[config.mk]
export PLATFORM = sky130hd
export DESIGN_NAME = display_mux
export DESIGN_NICKNAME = d
export VERILOG_FILES = /design/src/rtl/display_pkg.sv /design/src/rtl/refresh_counter.sv /design/src/rtl/display_mux.sv
export SDC_FILE = /design/constraint.sdc
export NUM_CORES = 1
export LEC_CHECK = 0
export CAP_MARGIN = 40
export CORE_ASPECT_RATIO = 0.6
export CORE_MARGIN = 3
export CORE_UTILIZATION = 30
export CTS_BUF_LIST = sky130_fd_sc_hd__clkbuf_8
export DETAILED_ROUTE_END_ITERATION = 10
export PLACE_DENSITY = 0.57
export SLEW_MARGIN = 10
export SYNTH_ARGS = -nofsm -noshare
export SYNTH_HDL_FRONTEND = slang
export SYNTH_SLANG_ARGS = --single-unit
[constraint.sdc]
create_clock -name clk -period 3.37 [get_ports clk]
set_input_delay 0.674 -clock clk [delete_from_list [all_inputs] [get_ports clk]]
set_output_delay 0.674 -clock clk [all_outputs]
set_load 0.05 [all_outputs]
[src/rtl/display_pkg.sv]
// Shared types for the two-digit display multiplexer.
package display_pkg;

  localparam int DIGITS = 2;

  typedef logic [3:0] hex_t;

  typedef enum logic [1:0] {
    BLANK0,
    SHOW0,
    BLANK1,
    SHOW1
  } mux_state_t;

endpackage

[src/rtl/refresh_counter.sv]
// Slot timer for the display multiplexer: owns the slot counter and digit select,
// and presents the state the next clock edge will enter.
module refresh_counter
  import display_pkg::*;
#(
  parameter int  REFRESH_CYCLES = 24000,
  parameter int  BLANK_CYCLES   = 480,
  localparam int CNT_W          = $clog2(REFRESH_CYCLES)
) (
  input  logic       clk,
  input  logic       reset,
  output logic       digit_sel,
  output mux_state_t next_state,
  output logic       next_frame
);

  logic [CNT_W-1:0] cnt;
  logic [CNT_W-1:0] cnt_next;
  logic             sel_next;
  logic             last;

  always_ff @(posedge clk or negedge reset) begin
    if (!reset) begin
      cnt       <= '0;
      digit_sel <= 1'b0;
    end else begin
      cnt       <= cnt_next;
      digit_sel <= sel_next;
    end
  end

  // The state is purely a decode of where the counter lands next, so the
  // registered outputs downstream line up with the cnt/digit_sel they display.
  always_comb begin
    last       = (cnt == CNT_W'(REFRESH_CYCLES - 1));
    cnt_next   = last ? '0 : cnt + 1'b1;
    sel_next   = digit_sel ^ last;
    next_frame = last & digit_sel;
    next_state = BLANK0;
    if (cnt_next < CNT_W'(BLANK_CYCLES)) begin
      next_state = sel_next ? BLANK1 : BLANK0;
    end else begin
      next_state = sel_next ? SHOW1 : SHOW0;
    end
  end

endmodule

[src/rtl/display_mux.sv]
// Time-multiplexes two hex digits onto one segment decoder with a blanking gap per slot.
// Define DISPLAY_MUX_LZB_EN to suppress digit 1 while it holds a leading zero.
module display_mux
  import display_pkg::*;
#(
  parameter int REFRESH_CYCLES = 24000,
  parameter int BLANK_CYCLES   = 480
) (
  input  logic clk,
  input  logic reset,
  input  logic en,
  input  hex_t s0,
  input  hex_t s1,
  output hex_t s,
  output logic an0_n,
  output logic an1_n,
  output logic digit_sel,
  output logic frame_tick
);

  mux_state_t next_state;
  logic       next_frame;
  hex_t       digits [DIGITS];
  hex_t       s_next;
  logic       an0_next;
  logic       an1_next;
  logic       lit1_ok;

  refresh_counter #(
    .REFRESH_CYCLES(REFRESH_CYCLES),
    .BLANK_CYCLES  (BLANK_CYCLES)
  ) u_refresh (
    .clk       (clk),
    .reset     (reset),
    .digit_sel (digit_sel),
    .next_state(next_state),
    .next_frame(next_frame)
  );

  assign digits[0] = s0;
  assign digits[1] = s1;

`ifdef DISPLAY_MUX_LZB_EN
  assign lit1_ok = (s != 4'h0);
`else
  assign lit1_ok = 1'b1;
`endif

  // s tracks the owning digit only while blanked, so it is stable before the digit lights.
  always_comb begin
    s_next   = s;
    an0_next = 1'b1;
    an1_next = 1'b1;
    case (next_state)
      BLANK0:  s_next   = digits[0];
      BLANK1:  s_next   = digits[1];
      SHOW0:   an0_next = ~en;
      SHOW1:   an1_next = ~(en & lit1_ok);
      default: s_next   = s;
    endcase
  end

  always_ff @(posedge clk or negedge reset) begin
    if (!reset) begin
      s          <= 4'h0;
      an0_n      <= 1'b1;
      an1_n      <= 1'b1;
      frame_tick <= 1'b0;
    end else begin
      s          <= s_next;
      an0_n      <= an0_next;
      an1_n      <= an1_next;
      frame_tick <= next_frame;
    end
  end

endmodule

==> impl_metrics.toml <==
[place]
globalplace.congestion = 0.831
dp.cells = 166
post-dp-hpwl_um = 2010
io_buffers = 18

[timing]
skew_ns = 0.00526
setup_viol = 0
period_share_pct = 76.1
worst_slew_pin_slew_ns = 0.596
rsz0062_at_grt = "no"
fin_tns_setup_ns = 0
finalHoldViolCount = 0
slew_violations = 0
maxSlewHeadroom_pct = 60.1
max_freq_ghz = 0.390
period_needed_ns = 2.56

[setup_path]
end_kind = "flop"
cp_top_family = "simple AND/OR/NAND/NOR gates"
cp.required_ns = 3.52
crit_fanout = 6
crit_path_start_kind = "flop"
worst_path_max_delay_cell = "or4_1"
crit_type = "flop to flop"
path_cells = "nand4b_4, or4_1, a221o_1, o21ba_1, nand4bb_1, mux2_4"
cp.arrival_ns = 2.72
slowest_delay_ns = 0.48
worst-path-buf-inv = 0

[route]
wl_um = 2520
wire_per_inst_um = 14.8
dr_total_vias = 868
drc = 0
first_pass_iters = 4
drt-initial-drc-count = 56
viasPerCell = 5.11
postRouteAntennaNets = 0

[yosys]
synthDominantCellAreaShare_pct = 44.4
yosysWarnings = 0
syn_area_per_cell_um2 = 11.3
synth_top_cell_by_area = "dfrtp_1"
synthCells = 105
syn_area_um2 = 1180
syn-num-nets = 118
synth_area_leaders = "dfrtp_1 44%, mux2_4 5.1%, mux2_2 4.8%, dfstp_2 4.4%, nand3_1 3.8%"
synth-seq-area-share_pct = 48.8
synth_cell_types = 35
synth_seq_cells = 23

[final_layout]
fin_util_pct = 41.8
final_cell_count_no_fill = 170
nets = 139
diodes = 0
fillCellCount = 338
final_cell_mix = "21 x dfrtp_1, 18 x clkdlybuf4s50_1, 9 x nand3_1"
layout-drive-gt1-share_pct = 15.2
final_common_cell = "dfrtp_1"
syn2layout_area_growth_pct = 23.6

[clock_tree]
clkLatencyLatePin_ns = 0.26
cts_buffers = 3
ctsHoldBuffers = 0
cts_tree = "done"
cts_setup_buffers = 0
cts.sinks = 23
post_cts_resized = 0
cts.htree.levels = 1
clkTransAtPathRegs_ns = 0.08
cts_max_path_buffers = 2
cts_root_buffer = "clkbuf_8"

[flow_run]
maxCapViolCount = 0

[global_routing]
grt_pass1_wl_um = 4220
grt_pass1_vias = 859
grt_max_degree = 13
grt_antenna_before_repair = 0
grt-ovfl-total = 0
grtUsageTotal_pct = 12.0

[die]
die_w_um = 87.1
die-area_um2 = 4760
coreArea_um2 = 3500
io_pins = 19
initial_utilization_pct = 33.8
rows = 16
die_h_um = 54.7

[pwr]
power.internal_mw = 0.381
vdd_drop_max_mv = 0.161
cellLeakagePower_nw = 0.629
swShare_pct = 21.6
p_switching_mw = 0.105
combPwrFrac_pct = 8.2
p_seq_share_pct = 57.5
pwr-share-clk_pct = 34.3
p_per_area_nw_per_um2 = 332

[worst_hold_path]
hold_class = "flop to flop"

[run_status]
run_status = "completed"
[flip-flops by register name, summed over array words and instances, names as in the netlist]
name,flops
frame_tick,1
s,4
u_refresh.cnt,15
an0_n,1
an1_n,1
u_refresh.digit_sel,1
[metrics by stage]
step	setup slack, ns	area (um^2)	hold WS [ns]	power [mW]
3_5_place_dp	0.805	1420	0.494	0.325
3_3_place_gp	0.788	1400	0.487	0.323
5_1_grt	0.508	1460	0.528	0.511
4_1_cts	0.785	1460	0.510	0.496
2_1_floorplan	1.15	1180	0.378	0.299
6_report	0.806	1460	0.505	0.486
[cell type report]
type	count	area, um^2	area share [%]
Clock inverter	1	3.75	0.257
Multi-Input combinational cell	75	569	38.9
Tap cell	45	56.3	3.85
Inverter	3	11.3	0.770
Sequential cell	23	578	39.5
Clock buffer	3	41.3	2.82
Timing Repair Buffer	20	203	13.9
[Yosys cell counts (all sizes together)]
cell type / number
clkbuf: 1
nand3: 9
o21ai: 6
and2: 2
and3: 1
a221o: 1
xnor2: 4
o311ai: 1
a21oi: 1
nand4bb: 1
or3: 3
inv: 3
nor4b: 2
nor3: 4
xor2: 4
nand2: 4
buf: 3
or2: 1
nand4b: 1
or4: 1
dfrtp: 21
mux2: 9
nor4: 2
and4: 1
o21ba: 1
o31ai: 1
dfstp: 2
nor2b: 3
nor2: 5
a32oi: 1
ha: 2
nand3b: 2
nand4: 2
[path summary, 6_finish.rpt]
check	slack (ns)	depth (start not counted)	start	end
min in group asynchronous	0.78	1	reset	s[3]
setup / recovery	0.81	6	u_refresh.cnt[13]	s[3]
max in group asynchronous	1.90	3	reset	an0_n
setup reg to reg	0.81	6	u_refresh.cnt[13]	s[3]
hold / removal	0.50	1	u_refresh.cnt[4]	u_refresh.cnt[4]
hold reg to reg	0.50	1	u_refresh.cnt[4]	u_refresh.cnt[4]
[power groups by stage]
stage / combinational [mW] / sequential (mW) / clock [mW]
floorplan: 0.00574 / 0.294 / 0
global placement: 0.0377 / 0.285 / 0
detailed placement: 0.0404 / 0.285 / 0
CTS: 0.0405 / 0.280 / 0.176
global route: 0.0428 / 0.280 / 0.189
finish: 0.0397 / 0.280 / 0.167
[routing by layer]
metal  vias to the layer above  part of all wire, %  routed length, um  GRT usage, %
li1                        427                    -                  -             -
met2                        21                   42               1050          17.3
met1                       418                   52               1300          17.8
met4                         0                 0.32                  8          1.53
met5                         -                    0                  0             0
met3                         2                  6.1                153          4.06
[kinds of logic after synthesis]
| family | synth area share (%) |
|---|---|
| flip-flops | 48.8 |
| multiplexers | 9.83 |
| buffers and inverters | 3.07 |
| AND/OR/NAND/NOR | 22.8 |
| AO/OA/AOI/OAI | 7.40 |
| adder cells (fa/ha/maj) | 2.11 |
| XOR/XNOR | 5.92 |
Power figures use the tool's default switching activity.
